**src/rtl/uart_rx_sequencer_if.sv**
```systemverilog
// Datapath strobes and consumer handshake between the UART RX sequencer
// (master) and the SIPO datapath / frame consumer (slave).
interface uart_rx_sequencer_if;
  logic data_shift;
  logic data_bit;
  logic frame_load;
  logic rx_valid;
  logic rx_ready;

  modport master (output data_shift, data_bit, frame_load, rx_valid, input  rx_ready);
  modport slave  (input  data_shift, data_bit, frame_load, rx_valid, output rx_ready);
endinterface

```
**src/rtl/uart_rx_sequencer.sv**
```systemverilog
// UART receive sequencer: 16x oversampling, mid-bit strobes into the SIPO datapath,
// parity/stop checks and valid/ready hand-off. RX_MAJORITY_VOTE_EN enables 2-of-3 voting.
module uart_rx_sequencer #(
  parameter int DATA_BITS = 8,
  parameter int DIV_W     = 16
) (
  input  logic                clock,
  input  logic                reset,
  input  logic                rx_serial,
  input  logic                rx_enable,
  input  logic [DIV_W-1:0]    baud_div,
  input  logic                parity_en,
  input  logic                parity_odd,
  output logic                busy,
  output logic                parity_err,
  output logic                frame_err,
  output logic                overrun_err,
  uart_rx_sequencer_if.master rx_if
);

  typedef enum logic [2:0] {IDLE, START, DATA, PARITY, STOP, WAIT_IDLE} state_t;

  localparam logic [3:0] LAST_BIT = 4'(DATA_BITS - 1);

  state_t           state_q, state_d;
  logic             sync1, rx_s;
  logic [DIV_W-1:0] tick_cnt, div_q, cur_div, eff_div;
  logic             tick_end, os_tick;
  logic [3:0]       os_cnt, os_d, bit_cnt, bit_d;
  logic             par_acc, par_d, bad, bad_d;
  logic             par_en_q, par_odd_q, latch;
  logic             shift_d, dbit_d, load_d, perr_d, ferr_d, ovr_d;
  logic             sample;

`ifdef RX_MAJORITY_VOTE_EN
  // Vote over os_cnt 6/7/8; START keeps counting so DATA os_cnt stays bit-aligned.
  localparam logic [3:0] START_PT = 4'd8;
  localparam logic [3:0] MID_PT   = 4'd8;
  localparam logic [3:0] DATA_OS0 = 4'd9;
  logic v6, v7;

  always_ff @(posedge clock or negedge reset) begin
    if (!reset) begin
      v6 <= 1'b1;
      v7 <= 1'b1;
    end else if (os_tick) begin
      if (os_cnt == 4'd6) v6 <= rx_s;
      if (os_cnt == 4'd7) v7 <= rx_s;
    end
  end

  assign sample = (v6 & v7) | (v6 & rx_s) | (v7 & rx_s);
`else
  localparam logic [3:0] START_PT = 4'd7;
  localparam logic [3:0] MID_PT   = 4'd15;
  localparam logic [3:0] DATA_OS0 = 4'd0;

  assign sample = rx_s;
`endif

  // Live divisor only while idle; a frame runs on the value latched at its start.
  assign cur_div  = (state_q == IDLE) ? baud_div : div_q;
  assign eff_div  = (cur_div == '0) ? DIV_W'(1) : cur_div;
  assign tick_end = tick_cnt >= eff_div - DIV_W'(1);
  assign os_tick  = rx_enable && tick_end;

  always_comb begin
    state_d = state_q;
    os_d    = os_tick ? os_cnt + 4'd1 : os_cnt;
    bit_d   = bit_cnt;
    par_d   = par_acc;
    bad_d   = bad;
    latch   = 1'b0;
    shift_d = 1'b0;
    dbit_d  = 1'b0;
    load_d  = 1'b0;
    perr_d  = 1'b0;
    ferr_d  = 1'b0;
    ovr_d   = 1'b0;
    unique case (state_q)
      IDLE: if (os_tick && !rx_s) begin
        state_d = START;
        os_d    = 4'd0;
        bad_d   = 1'b0;
        latch   = 1'b1;
      end
      START: if (os_tick && os_cnt == START_PT) begin
        if (sample) state_d = IDLE;
        else begin
          state_d = DATA;
          os_d    = DATA_OS0;
          bit_d   = 4'd0;
          par_d   = 1'b0;
        end
      end
      DATA: if (os_tick && os_cnt == MID_PT) begin
        shift_d = 1'b1;
        dbit_d  = sample;
        par_d   = par_acc ^ sample;
        bit_d   = bit_cnt + 4'd1;
        if (bit_cnt == LAST_BIT) state_d = par_en_q ? PARITY : STOP;
      end
      PARITY: if (os_tick && os_cnt == MID_PT) begin
        if (sample != (par_acc ^ par_odd_q)) begin
          perr_d = 1'b1;
          bad_d  = 1'b1;
        end
        state_d = STOP;
      end
      STOP: if (os_tick && os_cnt == MID_PT) begin
        if (!sample) begin
          ferr_d  = 1'b1;
          state_d = WAIT_IDLE;
        end else begin
          state_d = IDLE;
          if (!bad) begin
            if (!rx_if.rx_valid || rx_if.rx_ready) load_d = 1'b1;
            else                                   ovr_d  = 1'b1;
          end
        end
      end
      WAIT_IDLE: if (rx_s) state_d = IDLE;
      default: state_d = IDLE;
    endcase
    if (!rx_enable) begin
      state_d = IDLE;
      os_d    = 4'd0;
      bit_d   = 4'd0;
    end
  end

  always_ff @(posedge clock or negedge reset) begin
    if (!reset) begin
      sync1            <= 1'b1;
      rx_s             <= 1'b1;
      state_q          <= IDLE;
      tick_cnt         <= '0;
      os_cnt           <= 4'd0;
      bit_cnt          <= 4'd0;
      par_acc          <= 1'b0;
      bad              <= 1'b0;
      div_q            <= '0;
      par_en_q         <= 1'b0;
      par_odd_q        <= 1'b0;
      busy             <= 1'b0;
      parity_err       <= 1'b0;
      frame_err        <= 1'b0;
      overrun_err      <= 1'b0;
      rx_if.data_shift <= 1'b0;
      rx_if.data_bit   <= 1'b0;
      rx_if.frame_load <= 1'b0;
      rx_if.rx_valid   <= 1'b0;
    end else begin
      sync1            <= rx_serial;
      rx_s             <= sync1;
      tick_cnt         <= (!rx_enable || tick_end) ? '0 : tick_cnt + DIV_W'(1);
      state_q          <= state_d;
      os_cnt           <= os_d;
      bit_cnt          <= bit_d;
      par_acc          <= par_d;
      bad              <= bad_d;
      if (latch) begin
        div_q     <= baud_div;
        par_en_q  <= parity_en;
        par_odd_q <= parity_odd;
      end
      busy             <= (state_d != IDLE);
      parity_err       <= perr_d;
      frame_err        <= ferr_d;
      overrun_err      <= ovr_d;
      rx_if.data_shift <= shift_d;
      rx_if.data_bit   <= dbit_d;
      rx_if.frame_load <= load_d;
      // A load in the handshake cycle keeps rx_valid high for the new frame.
      rx_if.rx_valid   <= load_d | (rx_if.rx_valid & ~rx_if.rx_ready);
    end
  end

endmodule

```
**src/flat_wrapper.sv**
```systemverilog
// flat-port wrapper written by rule: the top's interface ports become plain ports
module uart_rx_sequencer_flat 
#(
  parameter int DATA_BITS = 8,
  parameter int DIV_W     = 16
)
  (clock, reset, rx_serial, rx_enable, baud_div, parity_en, parity_odd, busy, parity_err, frame_err, overrun_err, rx_if_data_shift, rx_if_data_bit, rx_if_frame_load, rx_if_rx_valid, rx_if_rx_ready);
  uart_rx_sequencer_if rx_if_i ();
  input  logic clock;
  input  logic reset;
  input  logic rx_serial;
  input  logic rx_enable;
  input  logic [DIV_W-1:0] baud_div;
  input  logic parity_en;
  input  logic parity_odd;
  output logic busy;
  output logic parity_err;
  output logic frame_err;
  output logic overrun_err;
  output wire logic [$bits(rx_if_i.data_shift)-1:0] rx_if_data_shift;
  output wire logic [$bits(rx_if_i.data_bit)-1:0] rx_if_data_bit;
  output wire logic [$bits(rx_if_i.frame_load)-1:0] rx_if_frame_load;
  output wire logic [$bits(rx_if_i.rx_valid)-1:0] rx_if_rx_valid;
  input wire logic [$bits(rx_if_i.rx_ready)-1:0] rx_if_rx_ready;
  assign rx_if_data_shift = rx_if_i.data_shift;
  assign rx_if_data_bit = rx_if_i.data_bit;
  assign rx_if_frame_load = rx_if_i.frame_load;
  assign rx_if_rx_valid = rx_if_i.rx_valid;
  assign rx_if_i.rx_ready = rx_if_rx_ready;
  uart_rx_sequencer #(.DATA_BITS(DATA_BITS), .DIV_W(DIV_W)) u_core (.clock(clock), .reset(reset), .rx_serial(rx_serial), .rx_enable(rx_enable), .baud_div(baud_div), .parity_en(parity_en), .parity_odd(parity_odd), .busy(busy), .parity_err(parity_err), .frame_err(frame_err), .overrun_err(overrun_err), .rx_if(rx_if_i));
endmodule
```
**config.mk**
```make
export PLATFORM = sky130hd
export DESIGN_NAME = uart_rx_sequencer_flat
export DESIGN_NICKNAME = d
export VERILOG_FILES = /design/src/rtl/uart_rx_sequencer_if.sv /design/src/rtl/uart_rx_sequencer.sv /design/src/flat_wrapper.sv
export SDC_FILE = /design/constraint.sdc
export NUM_CORES = 1
export LEC_CHECK = 0
export ABC_AREA = 1
export CORE_MARGIN = 2
export CORE_UTILIZATION = 45
export CTS_CLUSTER_SIZE = 30
export DETAILED_ROUTE_END_ITERATION = 6
export GPL_ROUTABILITY_DRIVEN = 0
export PLACE_DENSITY = 0.64
export SYNTH_ARGS = -nofsm -noshare
export SYNTH_HDL_FRONTEND = slang
export SYNTH_SLANG_ARGS = --single-unit
```
**constraint.sdc**
```tcl
create_clock -name clock -period 4.6 [get_ports clock]
set_input_delay 0.92 -clock clock [delete_from_list [all_inputs] [get_ports clock]]
set_output_delay 0.92 -clock clock [all_outputs]
set_load 0.05 [all_outputs]
```
# After elaboration in Yosys (flattened, before gate mapping)
# Cells that the tools add are included.
dict set report totals {
  output_inout_bits 8
  word_cells 121
  regBits 57
  inputBits 23
}
dict set report op_classes {
  add_sub_neg 4
  n_reduce_logical 17
  n_mux 56
  order_cmp 1
  n_bitwise 5
  n_eq_ne 19
}
# op count
set op_table {}
lappend op_table {{two-way mux 16 bit} 3}
lappend op_table {{two-way mux 4 bit} 9}
lappend op_table {{two-way mux 3 bit} 10}
lappend op_table {{two-way mux 1 bit} 28}
lappend op_table {{case mux 3 bit (6 select lines)} 1}
lappend op_table {{adder 16 x 1 -> 16 bit, second input constant} 1}
lappend op_table {{>= comparator 16 bit} 1}
lappend op_table {{zero test 16 bit} 1}
lappend op_table {{case mux 4 bit (2 select lines)} 2}
lappend op_table {{subtractor 16 x 1 -> 16 bit, second input constant} 1}
lappend op_table {{AND reduction 4 bit} 3}
lappend op_table {{adder 4 x 1 -> 4 bit, second input constant} 2}
lappend op_table {{equality test 4 x 3 -> 1 bit, second input constant} 2}
lappend op_table {{!= test 2 x 1 -> 1 bit, second input constant} 4}
lappend op_table {{equality test 3 x 2 -> 1 bit, second input constant} 2}
lappend op_table {{equality test 3 bit, second input constant} 2}
lappend op_table {{!= test 3 x 2 -> 1 bit, second input constant} 2}
lappend op_table {{equality test 4 bit, second input constant} 1}
lappend op_table {{logical AND 1 bit} 4}
lappend op_table {{!= test 2 bit, second input constant} 2}
lappend op_table {{case mux 1 bit (2 select lines)} 2}
lappend op_table {{nonzero test 2 bit} 2}
lappend op_table {{equality test 3 x 1 -> 1 bit, second input constant} 1}
lappend op_table {{zero test 1 bit} 3}
lappend op_table {{other kinds (11)} 13}

# Depth between registers and ports, before layout
dict set report logic_depth {
  depth_word 12
  mapped_depth 32
  mapped_depth_nobuf 30
}

# Worst setup path after synthesis
# OpenSTA, ideal clock, no wires.
dict set report synth_timing {
  path_type {in2reg}
  startpoint {input port baud_div[0]}
  endpoint {register u_core.bit_cnt[2]}
  path_slack_ns 0.804
  cell_stages 24
  t_arrival_ns 3.666
  path_buffers 1
  required_ns 4.470
  cell_sequence {inv_1 > o21ai_0 > nor3_1 > nand4_2 > nand2_2 > inv_2 > ha_1 > nand2_1 > nor2_2 > nand2_1 > nor2_2 > nand4_1 > xor2_1 > ha_1 > nand2_1 > nor3_1 > nand2_1 > nand2_1 > buf_2 > nand4_1 > o21ai_1 > nor2_1 > nand2_1 > o21ai_0}
}
dict set report synth_via {
  elab_chain_cells 9
}
# element line
set synth_lines {}
lappend synth_lines {{from (decl)} flat_wrapper.sv:13} ;# input logic [DIV_W-1:0] baud_div;
lappend synth_lines {{two-way mux 16 bit (*)} uart_rx_sequencer.sv:62} ;# assign cur_div = (state_q == IDLE) ? baud_div : div_q;
lappend synth_lines {{zero test 16 bit} uart_rx_sequencer.sv:63} ;# assign eff_div = (cur_div == '0) ? DIV_W'(1) : cur_div;
lappend synth_lines {{two-way mux 16 bit (*)} uart_rx_sequencer.sv:63}
lappend synth_lines {{subtractor 16 x 1 -> 16 bit (*)} uart_rx_sequencer.sv:64} ;# assign tick_end = tick_cnt >= eff_div - DIV_W'(1);
lappend synth_lines {{>= comparator 16 bit (*)} uart_rx_sequencer.sv:64}
lappend synth_lines {{logical AND 1 bit (*)} uart_rx_sequencer.sv:65} ;# assign os_tick = rx_enable && tick_end;
lappend synth_lines {{logical AND 1 bit, on equally long branches} {uart_rx_sequencer.sv:96, uart_rx_sequencer.sv:87}}
lappend synth_lines {{!= test 3 x 2 -> 1 bit (no source line)} --}
lappend synth_lines {{AND reduction 4 bit (no source line) (*)} --}
lappend synth_lines {{to (signal assigned)} uart_rx_sequencer.sv:159} ;# bit_cnt <= bit_d;
lappend synth_lines {{to (decl)} uart_rx_sequencer.sv:29} ;# logic [3:0] os_cnt, os_d, bit_cnt, bit_d;
# Mark *: on every way between the ends. The rest lies on a longest branch, timed or not.
# A chain may end at the register's enable or synchronous reset.

# Final worst setup path
dict set report layout_timing {
  startpoint {input port baud_div[4]}
  endpoint {register u_core.os_cnt[3]}
}
dict set report layout_via {
  elab_chain_cells 11
}
# element line
set layout_lines {}
lappend layout_lines {{two-way mux 16 bit (*)} uart_rx_sequencer.sv:62}
lappend layout_lines {{zero test 16 bit} uart_rx_sequencer.sv:63}
lappend layout_lines {{two-way mux 16 bit (*)} uart_rx_sequencer.sv:63}
lappend layout_lines {{subtractor 16 x 1 -> 16 bit (*)} uart_rx_sequencer.sv:64}
lappend layout_lines {{>= comparator 16 bit (*)} uart_rx_sequencer.sv:64}
lappend layout_lines {{logical AND 1 bit (*)} uart_rx_sequencer.sv:65}
lappend layout_lines {{two-way mux 4 bit} uart_rx_sequencer.sv:69} ;# os_d = os_tick ? os_cnt + 4'd1 : os_cnt;
lappend layout_lines {{two-way mux 4 bit} uart_rx_sequencer.sv:88} ;# if (sample) state_d = IDLE;
lappend layout_lines {{two-way mux 4 bit} uart_rx_sequencer.sv:87} ;# START: if (os_tick && os_cnt == START_PT) begin
lappend layout_lines {{case mux 4 bit (2 select lines) (*)} uart_rx_sequencer.sv:80} ;# unique case (state_q)
lappend layout_lines {{two-way mux 4 bit (*)} uart_rx_sequencer.sv:125} ;# if (!rx_enable) begin
lappend layout_lines {{net u_core.os_d[3]} uart_rx_sequencer.sv:29}
lappend layout_lines {{to (signal assigned)} uart_rx_sequencer.sv:158} ;# os_cnt <= os_d;
lappend layout_lines {{to (decl)} uart_rx_sequencer.sv:29}
# Mark *: on every way through the listed nets, which the timed path passes. The rest lies on a longest branch.

==> summary.txt <==
Clock network
  – Latest clock arrival within the worst-skew pair: 0.34 ns
  – CTS root buf: clkbuf_8
  – CTS max path bufs: 2
  – CTS Buf Count: 9
  – H-tree depth: 3
  – Clk sinks: 57
  – CTS tree: yes
  – Clock transition at path regs: 0.07 ns

Power
  – VDD IR-drop max: 160 uV
  – Sw Ratio: 26.5%
  – P_sw: 293 uW
  – PwrDens: 257 nW/um^2
  – Clock power frac: 42.2%
  – Logic pwr share: 10.6%
  – Tot Pwr: 1.11 mW
  – Leakage power: 2.09 nW
  – Flop pwr share: 47.3%
  – Cell-internal power: 813 uW

Setup path
  – Reg2Reg Setup Slack: 0.42 ns
  – Crit path kind: in -> reg
  – Crit Reg-Reg Startpoint: u_core.state_q[1]$_DFF_PN0_
  – Critical Path End: u_core.os_cnt[3]$_DFF_PN0_
  – Worst path required time: 4.87 ns
  – Reg-to-Reg End: u_core.os_cnt[3]$_DFF_PN0_
  – Crit path launch: baud_div[4]
  – Worst EP arrival: 4.55 ns
  – Max FO, Critical Path: 12
  – Startpoint types: input port
  – Reg2Reg Depth: 24
  – Endpoint class of the critical path: flip-flop

Route
  – DR DRC count: 0
  – Initial DRC count: 140
  – Via density: 4.92
  – DRT Pass-1 Iters: 5
  – Final ANT Viol Nets: 0
  – Routed vias: 3075
  – DR WL/cell: 12.4 um
  – Post-Route WL: 7.73 mm

Logic synthesis
  – Netlist cell types: 34
  – Post-synthesis instance total: 473
  – Avg Cell Area, Syn: 7.70 um^2
  – Yosys warnings: 0
  – Synthesized net count: 516
  – Seq/Total Area, Yosys: 39.2%
  – Yosys reg bits: 57
  – Post-Syn Area: 3640 um^2

Cells and area
  – Area Overhead vs Synth: 18.0%
  – Fin area: 4300 um^2
  – Non-Filler Instances: 625
  – Filler Cells Inserted: 746
  – Sequential cell area: 1430 um^2
  – Nets: 561
  – Footprint of the multi-input gates: 1850 um^2
  – Share of cells above drive strength 1: 13.8%
  – Ant diodes: 0

Placement
  – Area after DPL: 4100 um^2
  – Cells after DPL: 609
  – Post-DP HPWL: 5.72 mm
  – I/O Buffers: 30
  – Place WS: -0.0743 ns

Floorplanning
  – Core area: 7770 um^2
  – Initial Util: 46.9%
  – DIE HEIGHT: 94.0 um
  – I/O pins: 31
  – Cell Rows: 32
  – Die X: 94.0 um
  – Die Area: 8830 um^2

Run
  – Total of max-cap violations: 0

Timing
  – Min cycle time layout: 4.28 ns
  – Max-slew violations: 0
  – FMAX: 0.234 GHz
  – Actual slew at the worst max-slew pin: 0.747 ns
  – Final setup vio count: 0
  – Fin crit share: 93.0%
  – Final worst slack: 0.321 ns
  – Fin Clk Skew: 0.00685 ns
  – Fin Setup TNS: 0 ns
  – Relative slew slack: 50.2%
  – Final Hold Fails: 0

GRT
  – Vias in the first global route: 3032
  – GRT Overall Usage: 19.4%
  – GRT overflow: 0
  – Largest net degree at the start of global routing: 58
  – First-pass GRT wire length: 13.5 mm
  – Antenna violations before repair: 0

Min path
  – Hold WC Path Type: reg -> reg

Run status
  – Run status: finished clean
## Yosys cell counts, drive strengths merged
cell | count | share of area (%)
nand4 | 14 | 2.6
dfstp | 2 | 1.4
clkbuf | 2 | 0.21
nor3 | 20 | 3.0
or2 | 2 | 0.34
o21ai | 43 | 7.8
inv | 79 | 8.1
nor4 | 1 | 0.17
xor2 | 14 | 3.6
a31oi | 1 | 0.17
a21oi | 16 | 2.2
nor2 | 49 | 5.9
xnor2 | 5 | 1.2
ha | 20 | 6.9
dfrtp | 55 | 38
nand3 | 20 | 2.7
nand2 | 118 | 13
o21bai | 3 | 0.62
buf | 7 | 1.8
o21a | 2 | 0.41
## power groups by stage
stage	Combinational [mW]	Clock, mW	Sequential (mW)
6_report	0.117	0.466	0.523
5_1_grt	0.133	0.506	0.524
4_1_cts	0.119	0.480	0.523
3_5_place_dp	0.117	0	0.532
3_3_place_gp	0.114	0	0.532
2_1_floorplan	0.0657	0	0.530
## layout make-up
class	count	area share (%)
clock buffer	9	2.88
clock inverter	7	1.66
inverter	79	6.90
multi-input combinational	328	42.9
sequential	57	33.2
tap	102	2.97
timing repair buffer	43	9.43
## layout by cell type (no fill, tap or decap), types with 7 or more instances in the layout
cell type	instances
nor2_1	41
o21ai_1	7
inv_1	73
nand4_1	13
nand2_2	8
nand3_1	20
clkbuf_8	9
dfrtp_1	55
ha_1	20
xor2_1	13
buf_4	12
clkdlybuf4s50_1	29
a21oi_1	16
o21ai_0	26
nor3_1	18
nand2_1	108
## worst max-delay path, cell delays in order
cell             delay (ns)
clkdlybuf4s50_1        0.46
o21ai_4                0.24
nand2_1                0.09
nor2_2                 0.17
nand4_2                0.16
nand2_2                0.10
inv_2                  0.04
ha_1                   0.19
nand2_1                0.09
nor2_2                 0.05
nand2_1                0.11
nor2_2                 0.06
nand4_1                0.08
xor2_1                 0.23
ha_1                   0.27
nand2_1                0.09
o21ai_0                0.10
a21oi_1                0.16
nand2_2                0.17
nand4_1                0.18
o21ai_0                0.16
or2_2                  0.31
nor2_1                 0.09
## cell families after synthesis
family | count (synthesis) | share of synthesized area [%]
buf+inv | 88 | 10.2
simple gates | 224 | 27.8
fa+ha+maj | 20 | 6.87
xor+xnor | 19 | 4.78
flops | 57 | 39.2
compound gates | 65 | 11.2
## repair_timing
item,in CTS,in global routing
setup endpoints to repair,0,26
buffers inserted,0,0
resized for setup,0,1
hold buffers,0,0
## stage by stage
step	hold slack (ns)	util, %
3_5_place_dp	0.347	52.8
6_report	0.356	55.3
4_1_cts	0.357	55.3
5_1_grt	0.360	55.3
3_3_place_gp	0.348	52.8
2_1_floorplan	0.345	-
## routing by layer
metal / routed length [um] / share of wire (%) / up-vias / track usage [%]
met1: 3550 / 46 / 1425 / 24.2
met4: 145 / 1.9 / 0 / 7.61
met3: 219 / 2.8 / 13 / 4.33
li1: - / - / 1592 / -
met2: 3820 / 49 / 45 / 32.7
met5: 0 / 0 / - / 0
## state kept, by name (all words and copies together) (netlist names), 3 cells and up
register / count
u_core.state_q: 3
u_core.tick_cnt: 16
u_core.div_q: 16
u_core.os_cnt: 4
u_core.bit_cnt: 4
## worst min path at each step
stage	slack [ns]	startpoint	cells after the start	end
2_1_floorplan	0.35	u_core.sync1$_DFF_PN1_	0	u_core.rx_s$_DFF_PN1_
5_1_grt	0.36	u_core.sync1$_DFF_PN1_	0	u_core.rx_s$_DFF_PN1_
3_3_place_gp	0.35	u_core.sync1$_DFF_PN1_	0	u_core.rx_s$_DFF_PN1_
3_5_place_dp	0.35	u_core.sync1$_DFF_PN1_	0	u_core.rx_s$_DFF_PN1_
6_report	0.36	u_core.sync1$_DFF_PN1_	0	u_core.rx_s$_DFF_PN1_
4_1_cts	0.36	u_core.sync1$_DFF_PN1_	0	u_core.rx_s$_DFF_PN1_
Power figures use the tool's default switching activity.
